File: src/rtl/aig_tt_sweeper.sv
// Exhaustive truth-table sweeper for a combinational AIG netlist: walks every
// input vector, samples z after a settle window and compares with a golden table.
module aig_tt_sweeper #(
  parameter int N_INPUTS      = 3,
  parameter int SETTLE_CYCLES = 1
) (
  input  logic                      clk,
  input  logic                      rst,
  input  logic                      start,
  input  logic [(1<<N_INPUTS)-1:0]  expected_tt,
  output logic [N_INPUTS-1:0]       dut_x,
  input  logic                      dut_z,
  output logic                      busy,
  output logic                      done,
  output logic                      pass,
  output logic [(1<<N_INPUTS)-1:0]  captured_tt,
  output logic [N_INPUTS:0]         mismatch_count,
  output logic [N_INPUTS-1:0]       mismatch_idx
);

  localparam int TT_W = 1 << N_INPUTS;
  localparam int CW   = (SETTLE_CYCLES > 0) ? $clog2(SETTLE_CYCLES + 1) : 1;
  localparam logic [CW-1:0] SC_MAX = CW'(SETTLE_CYCLES);

  typedef enum logic [1:0] {S_IDLE, S_RUN, S_DONE} state_t;

  state_t          state, state_nxt;
  logic [CW-1:0]   settle_cnt;
  logic [TT_W-1:0] exp_tt;
  logic            first_seen;
  logic            sample;
  logic            last_vec;
  logic            mm;

  assign sample   = (state == S_RUN) && (settle_cnt == SC_MAX);
  assign last_vec = (dut_x == '1);
  assign mm       = (dut_z != exp_tt[dut_x]);

  always_ff @(posedge clk) begin
    if (rst) state <= S_IDLE;
    else     state <= state_nxt;
  end

  // busy/done are pure state decodes, which lines them up with the RUN/DONE cycles
  always_comb begin
    state_nxt = state;
    busy      = 1'b0;
    done      = 1'b0;
    case (state)
      S_IDLE: if (start) state_nxt = S_RUN;
      S_RUN: begin
        busy = 1'b1;
        if (sample && last_vec) state_nxt = S_DONE;
      end
      S_DONE: begin
        done      = 1'b1;
        state_nxt = S_IDLE;
      end
      default: state_nxt = S_IDLE;
    endcase
  end

  always_ff @(posedge clk) begin
    if (rst) begin
      dut_x          <= '0;
      settle_cnt     <= '0;
      exp_tt         <= '0;
      captured_tt    <= '0;
      mismatch_count <= '0;
      mismatch_idx   <= '0;
      first_seen     <= 1'b0;
      pass           <= 1'b0;
    end else begin
      case (state)
        S_IDLE: begin
          if (start) begin
            exp_tt         <= expected_tt;
            captured_tt    <= '0;
            mismatch_count <= '0;
            mismatch_idx   <= '0;
            first_seen     <= 1'b0;
            pass           <= 1'b0;
            dut_x          <= '0;
            settle_cnt     <= '0;
          end
        end
        S_RUN: begin
          if (!sample) begin
            settle_cnt <= settle_cnt + 1'b1;
          end else begin
            captured_tt[dut_x] <= dut_z;
            if (mm) begin
              mismatch_count <= mismatch_count + 1'b1;
              if (!first_seen) begin
                mismatch_idx <= dut_x;
                first_seen   <= 1'b1;
              end
            end
            if (!last_vec) begin
              dut_x      <= dut_x + 1'b1;
              settle_cnt <= '0;
            end else begin
              // final vector's own mismatch counts towards the verdict
              pass <= (mismatch_count == '0) && !mm;
            end
          end
        end
        default: ;
      endcase
    end
  end

endmodule

File: config.mk
export PLATFORM = sky130hd
export DESIGN_NAME = aig_tt_sweeper
export DESIGN_NICKNAME = d
export VERILOG_FILES = /design/src/rtl/aig_tt_sweeper.sv
export SDC_FILE = /design/constraint.sdc
export NUM_CORES = 1
export LEC_CHECK = 0
export ABC_AREA = 1
export CAP_MARGIN = 40
export CORE_UTILIZATION = 45
export CTS_CLUSTER_SIZE = 28
export DETAILED_ROUTE_END_ITERATION = 16
export GPL_ROUTABILITY_DRIVEN = 0
export PLACE_DENSITY = 0.86
export SYNTH_ARGS = -nofsm -noshare
export SYNTH_HDL_FRONTEND = slang
export SYNTH_SLANG_ARGS = --single-unit
File: constraint.sdc
create_clock -name clk -period 1.45 [get_ports clk]
set_input_delay 0.435 -clock clk [delete_from_list [all_inputs] [get_ports clk]]
set_output_delay 0.435 -clock clk [all_outputs]
set_load 0.02 [all_outputs]
==> out/metrics.cfg <==
[outcome]
run_status = finished, violations left
violations = negative setup slack

[clock_tree]
cts_tree = built
clockBufferDepth = 2
clock_latency_ps = 360
root_buffer = clkbuf_4
clk_pin_slew_worst_paths_ps = 100
numCtsBuffers = 5
cts.sinks = 31
h-tree-depth = 2

[cells_and_area]
stdcell_count = 339
design_area_um2 = 2520
area_delta_synth_final_pct = 66.8
diodes = 0
drive_gt1_share_pct = 47.1
nNetsFinal = 310

[detailed_routing]
wl_mm = 6.14
num_vias = 1928
drc = 0
firstDrtPassIters = 5
via_per_inst = 5.69
wl_per_cell_um = 18.1
antenna_left = 0
drt_iter0_markers = 186

[grt]
grt_pass1_vias = 1650
grtUsageTotal_pct = 30.1
antenna_found_initial = 0
overflow = 0
grt_pass1_wl_mm = 7.68
grt_max_degree = 22

[synthesis]
netlist_area_um2 = 1510
synth_xor_area_share_pct = 1.16
synth-simple-area-share_pct = 28.6
synth_mux_area_share_pct = 0
ys_types = 26
yosysTopAreaCell = dfxtp_1
synth.area.top_cells = dfxtp_1 (41%), nand2_1 (12%), nor2_1 (7.7%), a21oi_1 (7.6%), inv_1 (5.7%)
synth.yosys.seq_area_share_pct = 41.1
synth-seq-cells = 31
syn_nets = 234
synth_top_area_share_pct = 41.1
synth_adder_area_share_pct = 3.31
synth.avg_cell_area_um2 = 6.93
synth_cells = 218
synth_compound_area_share_pct = 16.7
yosysWarnings = 0
synth_top_family_by_area = simple AND/OR/NAND/NOR gates

[floorplanning]
initial_utilization_pct = 48.3
die_w_um = 60.0
die-area_um2 = 3590
die_y_um = 60.0
num_rows = 20
fp.coreArea_um2 = 3130
boundaryPins = 33

[placed_design]
post-place-cells = 319
dpl-instance-area_um2 = 2100
io_buffers = 32
dpl.hpwl_mm = 2.73

[sta]
setup_viol = 24
skew_ps = 15.2
hold_viol = 0
slew_viol_final = 0
setup_ws_ps = -190
tightest_slew_ps = 349
layout_min_cycle_time_ps = 1640
relSlewSlack_pct = 76.5
fin_crit_sh_pct = 113
finalHoldWorstSlack_ps = 482
fin_setup_tns_ps = -1860
fmax_ghz = 0.610
rsz0062_at_grt = yes

[worst_setup_path]
crit_top_cell = nand2_2
cp_top_family = simple AND/OR/NAND/NOR gates
reg2reg_setup_slack_ps = -190
path_cells = buf_8 -> inv_8 -> nand2_2 -> nand2_2 -> nand2_2 -> nand2_4 -> o21bai_4 -> buf_4 -> nand3_2 -> nand4_1 -> nand2_1 -> nor2_1
end_kind = register
slowest_delay_ps = 370
crit_slowest_cell = dfxtp_4
start_kind = register
cp.arrival_ps = 1930
path_max_fanout = 5
crit_type = reg2reg
crit_buf_inv = 3
worst_ep_required_time_ps = 1740

[power]
power_leakage_nw = 1.07
peakVddDrop_v = 0.000795
p_per_area_nw_per_um2 = 922

[min_path]
min_path_type = reg2reg

[run]
maxCapViolations = 0

==> per-stage QoR <==
step | power (mW) | utilization (%) | setup slack (ps)
final | 2.32 | 80.6 | -190
after global routing | 2.41 | 80.6 | -251
after CTS | 2.10 | 74.2 | -89.5
after detailed placement | 1.44 | 67.3 | -497
after global placement | 1.42 | 67.3 | -405
after floorplan | 1.22 | - | -41.3
==> cells by family (layout without fill, tap and decap cells) <==
group                    count (synthesis)  after routing
flip-flops                              31             31
XOR/XNOR                                 2              2
adder cells (fa/ha/maj)                  4              4
buffers and inverters                   34            110
AO/OA/AOI/OAI                           46             46
AND/OR/NAND/NOR                        101            102
==> cells in the final DEF, fill, tap and decap left out, types with 2 or more instances in the layout <==
cell type	count
inv_4	3
nand3_4	3
clkbuf_4	5
nand2_1	35
buf_4	34
inv_2	4
buf_6	9
dfxtp_2	2
ha_4	2
nand2_2	8
inv_1	19
a21oi_1	15
dfxtp_4	4
nand4_1	5
o21ai_0	10
clkdlybuf4s50_1	10
a21oi_2	8
buf_8	2
nand3_1	5
nand3_2	5
nand2_4	5
o21ai_1	2
clkbuf_2	15
dfxtp_1	25
o21ai_2	6
clkbuf_8	2
nor2_1	22
buf_2	2
nor2_2	4
a211oi_2	2
nor2_4	6
ha_1	2
a21oi_4	2
==> routing by layer <==
metal | track usage [%] | share of wire (%)
met3 | 7.36 | 9.5
met5 | 0 | 0
met4 | 19.6 | 5.3
met1 | 35.5 | 39
met2 | 48.4 | 47
==> timing repair <==
action,4_1_cts,5_1_grt
cloned,1,0
pin swaps,20,26
hold buffers,0,0
buffers inserted,4,8
resized for setup,90,83
endpoints found under the setup margin,41,43
==> registers in the layout, summed over array words and instances (netlist names) <==
register / flops
captured_tt: 8
exp_tt: 8
mismatch_count: 4
dut_x: 3
mismatch_idx: 3
state: 2
first_seen: 1
pass: 1
settle_cnt: 1
==> path summary, 6_finish.rpt <==
check                       from              end  cells after the start
setup / recovery        dut_x[0]  mismatch_idx[2]                     12
hold / removal    captured_tt[7]   captured_tt[7]                      2
setup reg to reg        dut_x[0]  mismatch_idx[2]                     12
hold reg to reg   captured_tt[7]   captured_tt[7]                      2
==> layout make-up <==
cell class / instances / area (um^2)
sequential: 31 / 638
clock buffer: 8 / 68.8
timing repair buffer: 74 / 592
multi-input combinational: 154 / 1040
inverter: 28 / 125
tap: 44 / 55.1
fill: 190 / 607
==> Yosys cell counts <==
cell,n
nand2_1,48
dfxtp_1,31
nor2_1,31
a21oi_1,23
inv_1,23
o21ai_0,16
nand3_1,11
inv_2,5
nand4_1,5
ha_1,4
a211oi_1,2
a21oi_2,2
buf_1,2
clkbuf_1,2
o21ai_2,2
buf_4,1
buf_6,1
nand2_2,1
nand3_2,1
nand3b_1,1
nor2_4,1
nor3b_1,1
o21bai_1,1
or2_1,1
xnor2_1,1
xor2_1,1
==> where the power goes <==
group / switching [mW] / internal, mW
Combinational: 0.443 / 0.337
Sequential: 0.0360 / 0.897
Clock: 0.325 / 0.285
==> tightest hold or removal path: cells and delay by family (launching register included) <==
kind / cells / cell delay, ps
AND/OR/NAND/NOR: 1 / 60
AO/OA/AOI/OAI: 1 / 60
flip-flops: 1 / 330
Note: power is estimated with default switching activity, not from simulation.
